<file path="config.mk">
export PLATFORM = sky130hd
export DESIGN_NAME = mc_control_fsm_flat
export DESIGN_NICKNAME = d
export VERILOG_FILES = /design/src/rtl/mc_control_fsm_pkg.sv /design/src/rtl/mc_control_fsm_if.sv /design/src/rtl/mc_control_fsm_mem_wait_timer.sv /design/src/rtl/mc_control_fsm.sv /design/src/flat_wrapper.sv
export SDC_FILE = /design/constraint.sdc
export NUM_CORES = 1
export LEC_CHECK = 0
export ABC_AREA = 0
export ABC_CLOCK_PERIOD_IN_PS = 1750
export CAP_MARGIN = 20
export CORE_MARGIN = 1
export CORE_UTILIZATION = 40
export CTS_BUF_LIST = sky130_fd_sc_hd__clkbuf_16
export CTS_CLUSTER_DIAMETER = 100
export DETAILED_ROUTE_END_ITERATION = 8
export PLACE_DENSITY_LB_ADDON = 0.3
export SETUP_SLACK_MARGIN = 0.1
export SYNTH_ARGS = -nofsm -noshare
export SYNTH_HDL_FRONTEND = slang
export SYNTH_SLANG_ARGS = --single-unit
</file>
<file path="constraint.sdc">
create_clock -name clk -period 1.75 [get_ports clk]
set_input_delay 0.175 -clock clk [delete_from_list [all_inputs] [get_ports clk]]
set_output_delay 0.175 -clock clk [all_outputs]
set_load 0.005 [all_outputs]
</file>
<file path="src/rtl/mc_control_fsm_pkg.sv">
// Shared definitions for the multi-cycle MIPS main control unit: state
// encodings, opcodes, ALU / mux select codes and the packed strobe bundle.
package mips_ctrl_pkg;

  // Debug-visible state encodings; unlisted codes fall back to FETCH.
  typedef enum logic [3:0] {
    S_FETCH    = 4'd0,
    S_DECODE   = 4'd1,
    S_MEM_ADDR = 4'd2,
    S_MEM_RD   = 4'd3,
    S_MEM_WB   = 4'd4,
    S_MEM_WR   = 4'd5,
    S_EXEC     = 4'd6,
    S_R_WB     = 4'd7,
    S_BRANCH   = 4'd8,
    S_JUMP     = 4'd9,
    S_ADDI_EX  = 4'd10,
    S_ADDI_WB  = 4'd11
  } state_t;

  // Supported opcodes (IR[31:26]).
  localparam logic [5:0] OP_RTYPE = 6'b000000;
  localparam logic [5:0] OP_LW    = 6'b100011;
  localparam logic [5:0] OP_SW    = 6'b101011;
  localparam logic [5:0] OP_BEQ   = 6'b000100;
  localparam logic [5:0] OP_J     = 6'b000010;
  localparam logic [5:0] OP_ADDI  = 6'b001000;

  // alu_op codes consumed by alu_control.
  localparam logic [1:0] ALUOP_ADD   = 2'b00;
  localparam logic [1:0] ALUOP_SUB   = 2'b01;
  localparam logic [1:0] ALUOP_FUNCT = 2'b10;

  // ALU B-input select.
  localparam logic [1:0] SRCB_REG     = 2'b00;
  localparam logic [1:0] SRCB_FOUR    = 2'b01;
  localparam logic [1:0] SRCB_IMM     = 2'b10;
  localparam logic [1:0] SRCB_IMM_SH2 = 2'b11;

  // PC source select.
  localparam logic [1:0] PCSRC_ALU    = 2'b00;
  localparam logic [1:0] PCSRC_ALUOUT = 2'b01;
  localparam logic [1:0] PCSRC_JUMP   = 2'b10;

  // Width of the memory wait counter.
  localparam int unsigned WAIT_CNT_W = 4;

  // All per-cycle datapath strobes, built as one word so a single default
  // clears every field.
  typedef struct packed {
    logic       pc_write;
    logic       pc_write_cond;
    logic       i_or_d;
    logic       mem_read;
    logic       mem_write;
    logic       ir_write;
    logic       mem_to_reg;
    logic       reg_dst;
    logic       reg_write;
    logic       alu_src_a;
    logic [1:0] alu_src_b;
    logic [1:0] alu_op;
    logic [1:0] pc_source;
    logic       illegal_op;
    logic       mem_err;
  } ctrl_t;

  // DECODE dispatch; FETCH doubles as the "unsupported opcode" answer.
  function automatic state_t decode_target(input logic [5:0] op);
    case (op)
      OP_RTYPE:     return S_EXEC;
      OP_LW, OP_SW: return S_MEM_ADDR;
      OP_BEQ:       return S_BRANCH;
      OP_J:         return S_JUMP;
      OP_ADDI:      return S_ADDI_EX;
      default:      return S_FETCH;
    endcase
  endfunction

  // States that wait on the memory handshake and are subject to timeout.
  function automatic logic is_wait_state(input state_t s);
    return (s == S_FETCH) || (s == S_MEM_RD) || (s == S_MEM_WR);
  endfunction

endpackage

</file>
<file path="src/rtl/mc_control_fsm_if.sv">
// Control bundle between the main control FSM (master) and the shared
// datapath (slave): decoded instruction/status in, strobes and debug state out.
interface mc_control_fsm_if;

  logic [5:0] opcode;
  logic       zero;
  logic       mem_ready;

  logic       pc_write;
  logic       pc_write_cond;
  logic       i_or_d;
  logic       mem_read;
  logic       mem_write;
  logic       ir_write;
  logic       mem_to_reg;
  logic       reg_dst;
  logic       reg_write;
  logic       alu_src_a;
  logic [1:0] alu_src_b;
  logic [1:0] alu_op;
  logic [1:0] pc_source;
  logic       illegal_op;
  logic       mem_err;
  logic [3:0] state;

  modport master (
    input  opcode, zero, mem_ready,
    output pc_write, pc_write_cond, i_or_d, mem_read, mem_write, ir_write,
           mem_to_reg, reg_dst, reg_write, alu_src_a, alu_src_b, alu_op,
           pc_source, illegal_op, mem_err, state
  );

  modport slave (
    output opcode, zero, mem_ready,
    input  pc_write, pc_write_cond, i_or_d, mem_read, mem_write, ir_write,
           mem_to_reg, reg_dst, reg_write, alu_src_a, alu_src_b, alu_op,
           pc_source, illegal_op, mem_err, state
  );

endinterface

</file>
<file path="src/rtl/mc_control_fsm_mem_wait_timer.sv">
// Counts consecutive stalled cycles in a memory-wait state and flags the
// cycle in which the wait would reach LIMIT. The count restarts whenever
// the FSM leaves the state (ready, not waiting, or the timeout itself).
// LIMIT must lie in 1..2**WAIT_CNT_W.
module mem_wait_timer
  import mips_ctrl_pkg::*;
#(
  parameter int unsigned LIMIT = 15
) (
  input  logic clk,
  input  logic rst_n,
  input  logic waiting,
  input  logic ready,
  output logic expired
);

  logic [WAIT_CNT_W-1:0] count;
  logic                  stalled;

  assign stalled = waiting && !ready;
  // count holds the stalled cycles already spent, so the LIMIT-th stalled
  // cycle sees LIMIT-1; a ready in that same cycle wins.
  assign expired = stalled && (count == WAIT_CNT_W'(LIMIT - 1));

  // Stall counter: advance while stalled, otherwise restart.
  always_ff @(posedge clk) begin
    // NOTE: reset is sampled on the clock edge (synchronous), so it sits
    // inside the clocked block and is absent from the sensitivity list.
    if (!rst_n) begin
      count <= '0;
    end else if (stalled && !expired) begin
      count <= count + WAIT_CNT_W'(1);
    end else begin
      count <= '0;
    end
  end

endmodule

</file>
<file path="src/rtl/mc_control_fsm.sv">
// Multi-cycle main control unit: sequences fetch/decode/execute/memory/
// writeback over the shared datapath, stalls on mem_ready, times out stuck
// memory accesses and flags unsupported opcodes.
module mc_control_fsm
  import mips_ctrl_pkg::*;
#(
  parameter int unsigned MEM_TIMEOUT = 15
) (
  input  logic              clk,
  input  logic              rst_n,
  mc_control_fsm_if.master  bus
);

  state_t state_q;
  logic   waiting;
  logic   timeout;
  ctrl_t  ctrl;
  ctrl_t  ctrl_out;

  // The branch condition is resolved in the datapath via pc_write_cond;
  // the sequencer itself never needs zero.
  logic unused_zero;
  assign unused_zero = bus.zero;

  assign waiting = is_wait_state(state_q);

  mem_wait_timer #(
    .LIMIT (MEM_TIMEOUT)
  ) u_mem_wait_timer (
    .clk     (clk),
    .rst_n   (rst_n),
    .waiting (waiting),
    .ready   (bus.mem_ready),
    .expired (timeout)
  );

  // State register and transitions; a timeout abandons the access to FETCH.
  always_ff @(posedge clk) begin
    // NOTE: non-blocking assignments for all registered state, so every
    // flop in the design samples pre-edge values regardless of block order.
    if (!rst_n) begin
      state_q <= S_FETCH;
    end else begin
      case (state_q)
        S_FETCH: begin
          if (bus.mem_ready)  state_q <= S_DECODE;
          else if (timeout)   state_q <= S_FETCH;
        end
        S_DECODE:   state_q <= decode_target(bus.opcode);
        S_MEM_ADDR: state_q <= (bus.opcode == OP_LW) ? S_MEM_RD : S_MEM_WR;
        S_MEM_RD: begin
          if (bus.mem_ready)  state_q <= S_MEM_WB;
          else if (timeout)   state_q <= S_FETCH;
        end
        S_MEM_WR: begin
          if (bus.mem_ready || timeout) state_q <= S_FETCH;
        end
        S_EXEC:     state_q <= S_R_WB;
        S_ADDI_EX:  state_q <= S_ADDI_WB;
        default:    state_q <= S_FETCH;
      endcase
    end
  end

  // Moore strobe decode; FETCH gates pc_write/ir_write with mem_ready.
  always_comb begin
    // NOTE: assign the whole bundle a default first so no path through the
    // case leaves a field unassigned and infers a latch.
    ctrl = '0;
    case (state_q)
      S_FETCH: begin
        ctrl.mem_read  = 1'b1;
        ctrl.alu_src_b = SRCB_FOUR;
        ctrl.alu_op    = ALUOP_ADD;
        ctrl.pc_source = PCSRC_ALU;
        ctrl.ir_write  = bus.mem_ready;
        ctrl.pc_write  = bus.mem_ready;
      end
      S_DECODE: begin
        ctrl.alu_src_b  = SRCB_IMM_SH2;
        ctrl.alu_op     = ALUOP_ADD;
        ctrl.illegal_op = (decode_target(bus.opcode) == S_FETCH);
      end
      S_MEM_ADDR, S_ADDI_EX: begin
        ctrl.alu_src_a = 1'b1;
        ctrl.alu_src_b = SRCB_IMM;
        ctrl.alu_op    = ALUOP_ADD;
      end
      S_MEM_RD: begin
        ctrl.mem_read = 1'b1;
        ctrl.i_or_d   = 1'b1;
      end
      S_MEM_WB: begin
        ctrl.reg_write  = 1'b1;
        ctrl.mem_to_reg = 1'b1;
      end
      S_MEM_WR: begin
        ctrl.mem_write = 1'b1;
        ctrl.i_or_d    = 1'b1;
      end
      S_EXEC: begin
        ctrl.alu_src_a = 1'b1;
        ctrl.alu_src_b = SRCB_REG;
        ctrl.alu_op    = ALUOP_FUNCT;
      end
      S_R_WB: begin
        ctrl.reg_write = 1'b1;
        ctrl.reg_dst   = 1'b1;
      end
      S_BRANCH: begin
        ctrl.alu_src_a     = 1'b1;
        ctrl.alu_src_b     = SRCB_REG;
        ctrl.alu_op        = ALUOP_SUB;
        ctrl.pc_write_cond = 1'b1;
        ctrl.pc_source     = PCSRC_ALUOUT;
      end
      S_JUMP: begin
        ctrl.pc_write  = 1'b1;
        ctrl.pc_source = PCSRC_JUMP;
      end
      S_ADDI_WB: begin
        ctrl.reg_write = 1'b1;
      end
      default: ;
    endcase
    // timeout only fires on a stalled cycle, where the request strobe is
    // the only one active, so nothing else needs suppressing here.
    ctrl.mem_err = timeout;
  end

  // Everything reads zero while reset is held, including the debug state.
  assign ctrl_out = rst_n ? ctrl : '0;

  assign bus.pc_write      = ctrl_out.pc_write;
  assign bus.pc_write_cond = ctrl_out.pc_write_cond;
  assign bus.i_or_d        = ctrl_out.i_or_d;
  assign bus.mem_read      = ctrl_out.mem_read;
  assign bus.mem_write     = ctrl_out.mem_write;
  assign bus.ir_write      = ctrl_out.ir_write;
  assign bus.mem_to_reg    = ctrl_out.mem_to_reg;
  assign bus.reg_dst       = ctrl_out.reg_dst;
  assign bus.reg_write     = ctrl_out.reg_write;
  assign bus.alu_src_a     = ctrl_out.alu_src_a;
  assign bus.alu_src_b     = ctrl_out.alu_src_b;
  assign bus.alu_op        = ctrl_out.alu_op;
  assign bus.pc_source     = ctrl_out.pc_source;
  assign bus.illegal_op    = ctrl_out.illegal_op;
  assign bus.mem_err       = ctrl_out.mem_err;
  assign bus.state         = rst_n ? 4'(state_q) : 4'd0;

endmodule

</file>
<file path="src/flat_wrapper.sv">
// flat-port wrapper written by rule: the top's interface ports become plain ports
module mc_control_fsm_flat import mips_ctrl_pkg::*;
#(
  parameter int unsigned MEM_TIMEOUT = 15
)
  (clk, rst_n, bus_opcode, bus_zero, bus_mem_ready, bus_pc_write, bus_pc_write_cond, bus_i_or_d, bus_mem_read, bus_mem_write, bus_ir_write, bus_mem_to_reg, bus_reg_dst, bus_reg_write, bus_alu_src_a, bus_alu_src_b, bus_alu_op, bus_pc_source, bus_illegal_op, bus_mem_err, bus_state);
  mc_control_fsm_if bus_i ();
  input  logic clk;
  input  logic rst_n;
  input wire logic [$bits(bus_i.opcode)-1:0] bus_opcode;
  input wire logic [$bits(bus_i.zero)-1:0] bus_zero;
  input wire logic [$bits(bus_i.mem_ready)-1:0] bus_mem_ready;
  output wire logic [$bits(bus_i.pc_write)-1:0] bus_pc_write;
  output wire logic [$bits(bus_i.pc_write_cond)-1:0] bus_pc_write_cond;
  output wire logic [$bits(bus_i.i_or_d)-1:0] bus_i_or_d;
  output wire logic [$bits(bus_i.mem_read)-1:0] bus_mem_read;
  output wire logic [$bits(bus_i.mem_write)-1:0] bus_mem_write;
  output wire logic [$bits(bus_i.ir_write)-1:0] bus_ir_write;
  output wire logic [$bits(bus_i.mem_to_reg)-1:0] bus_mem_to_reg;
  output wire logic [$bits(bus_i.reg_dst)-1:0] bus_reg_dst;
  output wire logic [$bits(bus_i.reg_write)-1:0] bus_reg_write;
  output wire logic [$bits(bus_i.alu_src_a)-1:0] bus_alu_src_a;
  output wire logic [$bits(bus_i.alu_src_b)-1:0] bus_alu_src_b;
  output wire logic [$bits(bus_i.alu_op)-1:0] bus_alu_op;
  output wire logic [$bits(bus_i.pc_source)-1:0] bus_pc_source;
  output wire logic [$bits(bus_i.illegal_op)-1:0] bus_illegal_op;
  output wire logic [$bits(bus_i.mem_err)-1:0] bus_mem_err;
  output wire logic [$bits(bus_i.state)-1:0] bus_state;
  assign bus_i.opcode = bus_opcode;
  assign bus_i.zero = bus_zero;
  assign bus_i.mem_ready = bus_mem_ready;
  assign bus_pc_write = bus_i.pc_write;
  assign bus_pc_write_cond = bus_i.pc_write_cond;
  assign bus_i_or_d = bus_i.i_or_d;
  assign bus_mem_read = bus_i.mem_read;
  assign bus_mem_write = bus_i.mem_write;
  assign bus_ir_write = bus_i.ir_write;
  assign bus_mem_to_reg = bus_i.mem_to_reg;
  assign bus_reg_dst = bus_i.reg_dst;
  assign bus_reg_write = bus_i.reg_write;
  assign bus_alu_src_a = bus_i.alu_src_a;
  assign bus_alu_src_b = bus_i.alu_src_b;
  assign bus_alu_op = bus_i.alu_op;
  assign bus_pc_source = bus_i.pc_source;
  assign bus_illegal_op = bus_i.illegal_op;
  assign bus_mem_err = bus_i.mem_err;
  assign bus_state = bus_i.state;
  mc_control_fsm #(.MEM_TIMEOUT(MEM_TIMEOUT)) u_core (.clk(clk), .rst_n(rst_n), .bus(bus_i));
endmodule
</file>
### Word-level counts from Yosys, hierarchy flattened

Index checks and enable logic that the tools add are counted.

* bits in writable memories: 0
* logic and storage cells: 62
* bits in read-only memories: 0
* memories: 0
* input port bits: 10
* bits in latches: 0
* flip-flop bits (word level): 8

* $lt $le $gt $ge: 0
* multiplexer cells: 23
* div/mod/pow operators: 0
* shifts and indexed selects: 0
* bitwise gates (word level): 0
* equality and inequality tests: 18
* reduce and logical (&&, ||, !) cells: 18
* $mul: 0
* $add $sub $neg: 1

Operators by type and width (number)
* case mux 4 bit (5 select lines): 2
* case mux 4 bit (7 select lines): 1
* 2-to-1 mux 4 bit: 6
* == test 4 bit, second input constant: 5
* 2-to-1 mux 18 bit: 1
* == test 4 x 3 -> 1 bit, second input constant: 4
* == test 6 bit, second input constant: 2
* 2-to-1 mux 1 bit: 10
* == test 4 x 2 -> 1 bit, second input constant: 2
* zero test 4 bit: 2
* OR reduction 2 bit: 4
* == test 6 x 2 -> 1 bit, second input constant: 1
* == test 6 x 3 -> 1 bit, second input constant: 1
* == test 6 x 4 -> 1 bit, second input constant: 1
* zero test 6 bit: 1
* adder 4 x 1 -> 4 bit, second input constant: 1
* == test 4 x 1 -> 1 bit, second input constant: 1
* case mux 2 bit (2 select lines): 1
* OR reduction 4 bit: 1
* logical AND 1 bit: 3
* logical OR 1 bit: 3
* 2-to-1 mux 3 bit: 1
* OR reduction 3 bit: 1
* zero test 1 bit: 2
* other kinds (3): 3

### Logic depth before layout (Yosys ltp)

* depth after elaboration: 8
* gate-level depth with buffers: 6
* gate-level depth less buffers: 6

### Modules after synthesis

A second synthesis with hierarchy kept.

* cells, all modules: 109
* area total of the unflattened synthesis: 837.1 um^2

Modules (own cells, without submodules)
* mc_control_fsm: area each 655.6 um^2, cells an instance 92, times used 1, seq. area each 80.1 um^2
* mem_wait_timer: area each 181.4 um^2, cells an instance 17, times used 1, seq. area each 80.1 um^2

### Least setup slack after synthesis

Ideal clock, no wire load.

* path type: register to output
* start point: reg u_core.state_q[2]
* end point: out bus_illegal_op
* data required time: 1.575 ns
* arrival time: 1.292 ns
* stages on the path, launching flop included: 6
* path slack: 0.283 ns
* path buffers: 1
* cell sequence: dfxtp_1 -> buf_2 -> or3b_1 -> nor2_1 -> nand2_1 -> nor3_1

* word-level cells in the longest chain between the ends: 3

RTL lines
* start, declared: line mc_control_fsm.sv:14 `state_t state_q;`
* start signal, assigned: line mc_control_fsm.sv:49 `S_DECODE: state_q <= decode_target(bus.opcode);`
* start signal, assigned: line mc_control_fsm.sv:50 `S_MEM_ADDR: state_q <= (bus.opcode == OP_LW) ? S_MEM_RD : S_MEM_WR;`
* == test 4 x 1 -> 1 bit
* 2-to-1 mux 1 bit: line mc_control_fsm.sv:70 `case (state_q)`
* 2-to-1 mux 18 bit: line mc_control_fsm.sv:132 `assign ctrl_out = rst_n ? ctrl : '0;`
* end, declared: line flat_wrapper.sv:26 `output wire logic [$bits(bus_i.illegal_op)-1:0] bus_illegal_op;`

No other way between the ends.

### Worst setup path in the final report

* start point: reg u_core.state_q[2]
* end point: out bus_mem_read

* word-level cells in the longest chain between the ends: 4

RTL lines
* == test 4 x 2 -> 1 bit / zero test 4 bit (equally long branches): line mc_control_fsm.sv:70
* OR reduction 2 bit (no source line) (*)
* 2-to-1 mux 1 bit (*): line mc_control_fsm.sv:70
* 2-to-1 mux 18 bit (*): line mc_control_fsm.sv:132
* end, declared: line flat_wrapper.sv:16 `output wire logic [$bits(bus_i.mem_read)-1:0] bus_mem_read;`

Every way passes the cells marked *; elsewhere a longest branch is shown, timed or not.

==> impl_metrics.json <==
{
  "wl_met1_um": 1390,
  "num_io_pins": 32,
  "firstDrtPassIters": 4,
  "slew_viol_final": 0,
  "grt_pass1_wl_um": 4590,
  "track_usage": 0.312,
  "wl_met2_um": 1770,
  "whs_path_depth": 1,
  "drive_gt1_frac": 0.421,
  "postCtsHoldBufs": 0,
  "cts_made_buffers": 3,
  "rrSetupSlack_ps": 130,
  "worstSkewPairLatency_ps": 240,
  "slew_headroom": 0.748,
  "period_share": 0.978,
  "cp_common_cell": "buf_6",
  "clock_skew_ps": 1.39,
  "pre_cts_slack_ps": -392,
  "netlist_area_um2": 751,
  "crit_type": "reg -> out",
  "synth-edff-count": 0,
  "end_kind": "primary output",
  "max_freq_ghz": 0.584,
  "fin_ws_ps": 39.0,
  "synth_ff_type": "dfxtp_1",
  "worstMarginPinSlew_ps": 376,
  "powerDensity_mw_per_mm2": 507,
  "synthArstFlopShare": 0,
  "cpPeakStageDelay_ps": 420,
  "root_buffer": "clkbuf_16",
  "crit_fanout": 4,
  "critPathBufInv": 3,
  "avgSynthCellArea_um2": 6.70,
  "diodes": 0,
  "die_w_um": 45.3,
  "clockBufferDepth": 2,
  "finalSetupViolations": 0,
  "ys_types": 35,
  "ant_nets": 0,
  "grt_max_degree": 15,
  "syn_inst": 112,
  "path_cells": "or3b_4 -> buf_6 -> buf_6 -> nor3_4 -> buf_2",
  "die_area_mm2": 0.00205,
  "numPortBuffers": 30,
  "finalHoldViolCount": 0,
  "r2r_end": "u_core.u_mem_wait_timer.count[0]$_SDFF_PN0_",
  "start_kind": "register",
  "critPathArrivalTime_ps": 1540,
  "die_y_um": 45.3,
  "nFillCells": 85,
  "crit_family": "simple AND/OR/NAND/NOR gates",
  "yosys_register_bits": 8,
  "routed_wl_um": 3570,
  "period_needed_ps": 1710,
  "drc": 0,
  "grt_overflow": 0,
  "wl_met3_um": 204,
  "finalNetCount": 185,
  "wire_per_inst_um": 18.2,
  "dp_hpwl_um": 1830,
  "cts_sinks": 8,
  "status": "finished, final reports clean",
  "synth_nets": 124,
  "hp-start": "u_core.u_mem_wait_timer.count[0]$_SDFF_PN0_",
  "syn_to_final_growth_pct": 101,
  "antenna_found_initial": 0,
  "gp_congestion": 0.936,
  "yosys_warnings": 0,
  "initial_utilization": 0.430,
  "first_iter_violations": 52,
  "slowest_stage": "or3b_4",
  "vdd_drop_max_uv": 618,
  "drv_cap": 0,
  "cts_tree": "yes",
  "rsz0062_at_grt": "true",
  "grt_pass1_vias": 982,
  "ys_seq_area_frac": 0.213,
  "rows": 15,
  "avgViaCountPerCell": 6.05,
  "hold_end": "u_core.u_mem_wait_timer.count[0]$_SDFF_PN0_",
  "design_power_total_mw": 0.764,
  "ff2ff_path_depth": 6,
  "vias": 1185,
  "r2r_start": "u_core.state_q[2]$_SDFFE_PN0P_",
  "critical_path_required_ps": 1570,
  "power_leakage_nw": 0.742,
  "hold_path.class": "reg -> reg",
  "clkTransAtPathRegs_ps": 40,
  "top_layer": "met4",
  "htree_levels": 1,
  "core_mm2": 0.00175
}
## power by group
group | internal, mW | total (mW) | switching [mW]
logic | 0.0900 | 0.177 | 0.0871
registers | 0.186 | 0.193 | 0.00731
clock network | 0.295 | 0.394 | 0.0985
total | 0.571 | 0.764 | 0.193
## cells in the final DEF, fill, tap and decap left out, types with 4 or more instances in the layout
cell,n
buf_2,6
dfxtp_1,4
inv_1,4
buf_4,25
nor2_2,6
nor3_1,4
a21oi_1,4
dlygate4sd2_1,12
nor3_2,4
nand2b_1,5
o21ai_0,4
nand2_1,6
nor2_1,14
dlymetal6s2s_1,4
buf_6,7
and3_1,4
clkdlybuf4s50_1,6
## layout make-up
class,instances,area [µm²],share of cell area
sequential,8,170,0.113
timing repair buffer,63,552,0.366
multi-input combinational,93,663,0.440
clock buffer,3,75.1,0.0498
tap,25,31.3,0.0208
inverter,4,15.0,0.00997
## metal layers
layer	global-route usage	vias up
met4	0.133	0
met1	0.375	560
met5	0	-
met2	0.551	87
li1	-	517
met3	0.0400	21
## repair_timing
action | in CTS | in global routing
resized for setup | 66 | 22
pin swaps | 3 | 11
endpoints found under the setup margin | 21 | 13
setup buffers | 6 | 3
endpoints found under the hold margin | 0 | 0
## how the worst max path moves through the flow
stage	depth (start not counted)	end	slack (ps)	startpoint
floorplan	5	bus_illegal_op	280	u_core.state_q[2]$_SDFFE_PN0P_
global placement	6	bus_illegal_op	-360	rst_n
detailed placement	6	bus_illegal_op	-390	rst_n
CTS	5	bus_mem_read	60	u_core.state_q[2]$_SDFFE_PN0P_
global route	5	bus_mem_read	-50	u_core.state_q[2]$_SDFFE_PN0P_
finish	5	bus_mem_read	40	u_core.state_q[2]$_SDFFE_PN0P_
## flip-flops by register name, summed over array words and instances (netlist names)
name and cells:
u_core.state_q 4, u_core.u_mem_wait_timer.count 4
## metrics by stage
step	setup TNS (ps)	hold slack (ps)	utilization	cell area [µm²]	std cells
after floorplan	0	348	-	751	112
after global placement	-3220	444	0.708	1240	185
after detailed placement	-3780	460	0.708	1240	185
after CTS	0	468	0.816	1430	194
after global routing	-70.1	440	0.863	1510	196
final	0	432	0.863	1510	196
## cell families after synthesis
family	count (synthesis)	share of synthesized area
buffers and inverters	11	0.0650
adder cells (fa/ha/maj)	2	0.0333
flip-flops	8	0.213
AND/OR/NAND/NOR	63	0.430
AO/OA/AOI/OAI	23	0.200
XOR/XNOR	5	0.0583
## synthesized netlist by cell type (2+ instances only)
cell      number  share of area
ha_1           2          0.033
nor3b_1        2          0.020
nand2_1        9          0.045
nand3_1        2          0.013
nor2_1        21           0.11
a31oi_1        2          0.017
o22ai_1        3          0.025
xor2_1         3          0.035
xnor2_1        2          0.023
inv_1          4          0.020
dfxtp_1        8           0.21
clkbuf_1       2          0.010
and2_1         2          0.017
o21ai_0        5          0.033
nor2b_1        2          0.017
nor3_1         9          0.060
and3_1         4          0.033
a21oi_1        5          0.033
o211ai_1       2          0.020
buf_2          3          0.020
nor4b_1        2          0.023
nand2b_1       5          0.042
No activity file was read; power rests on OpenSTA's default activity.
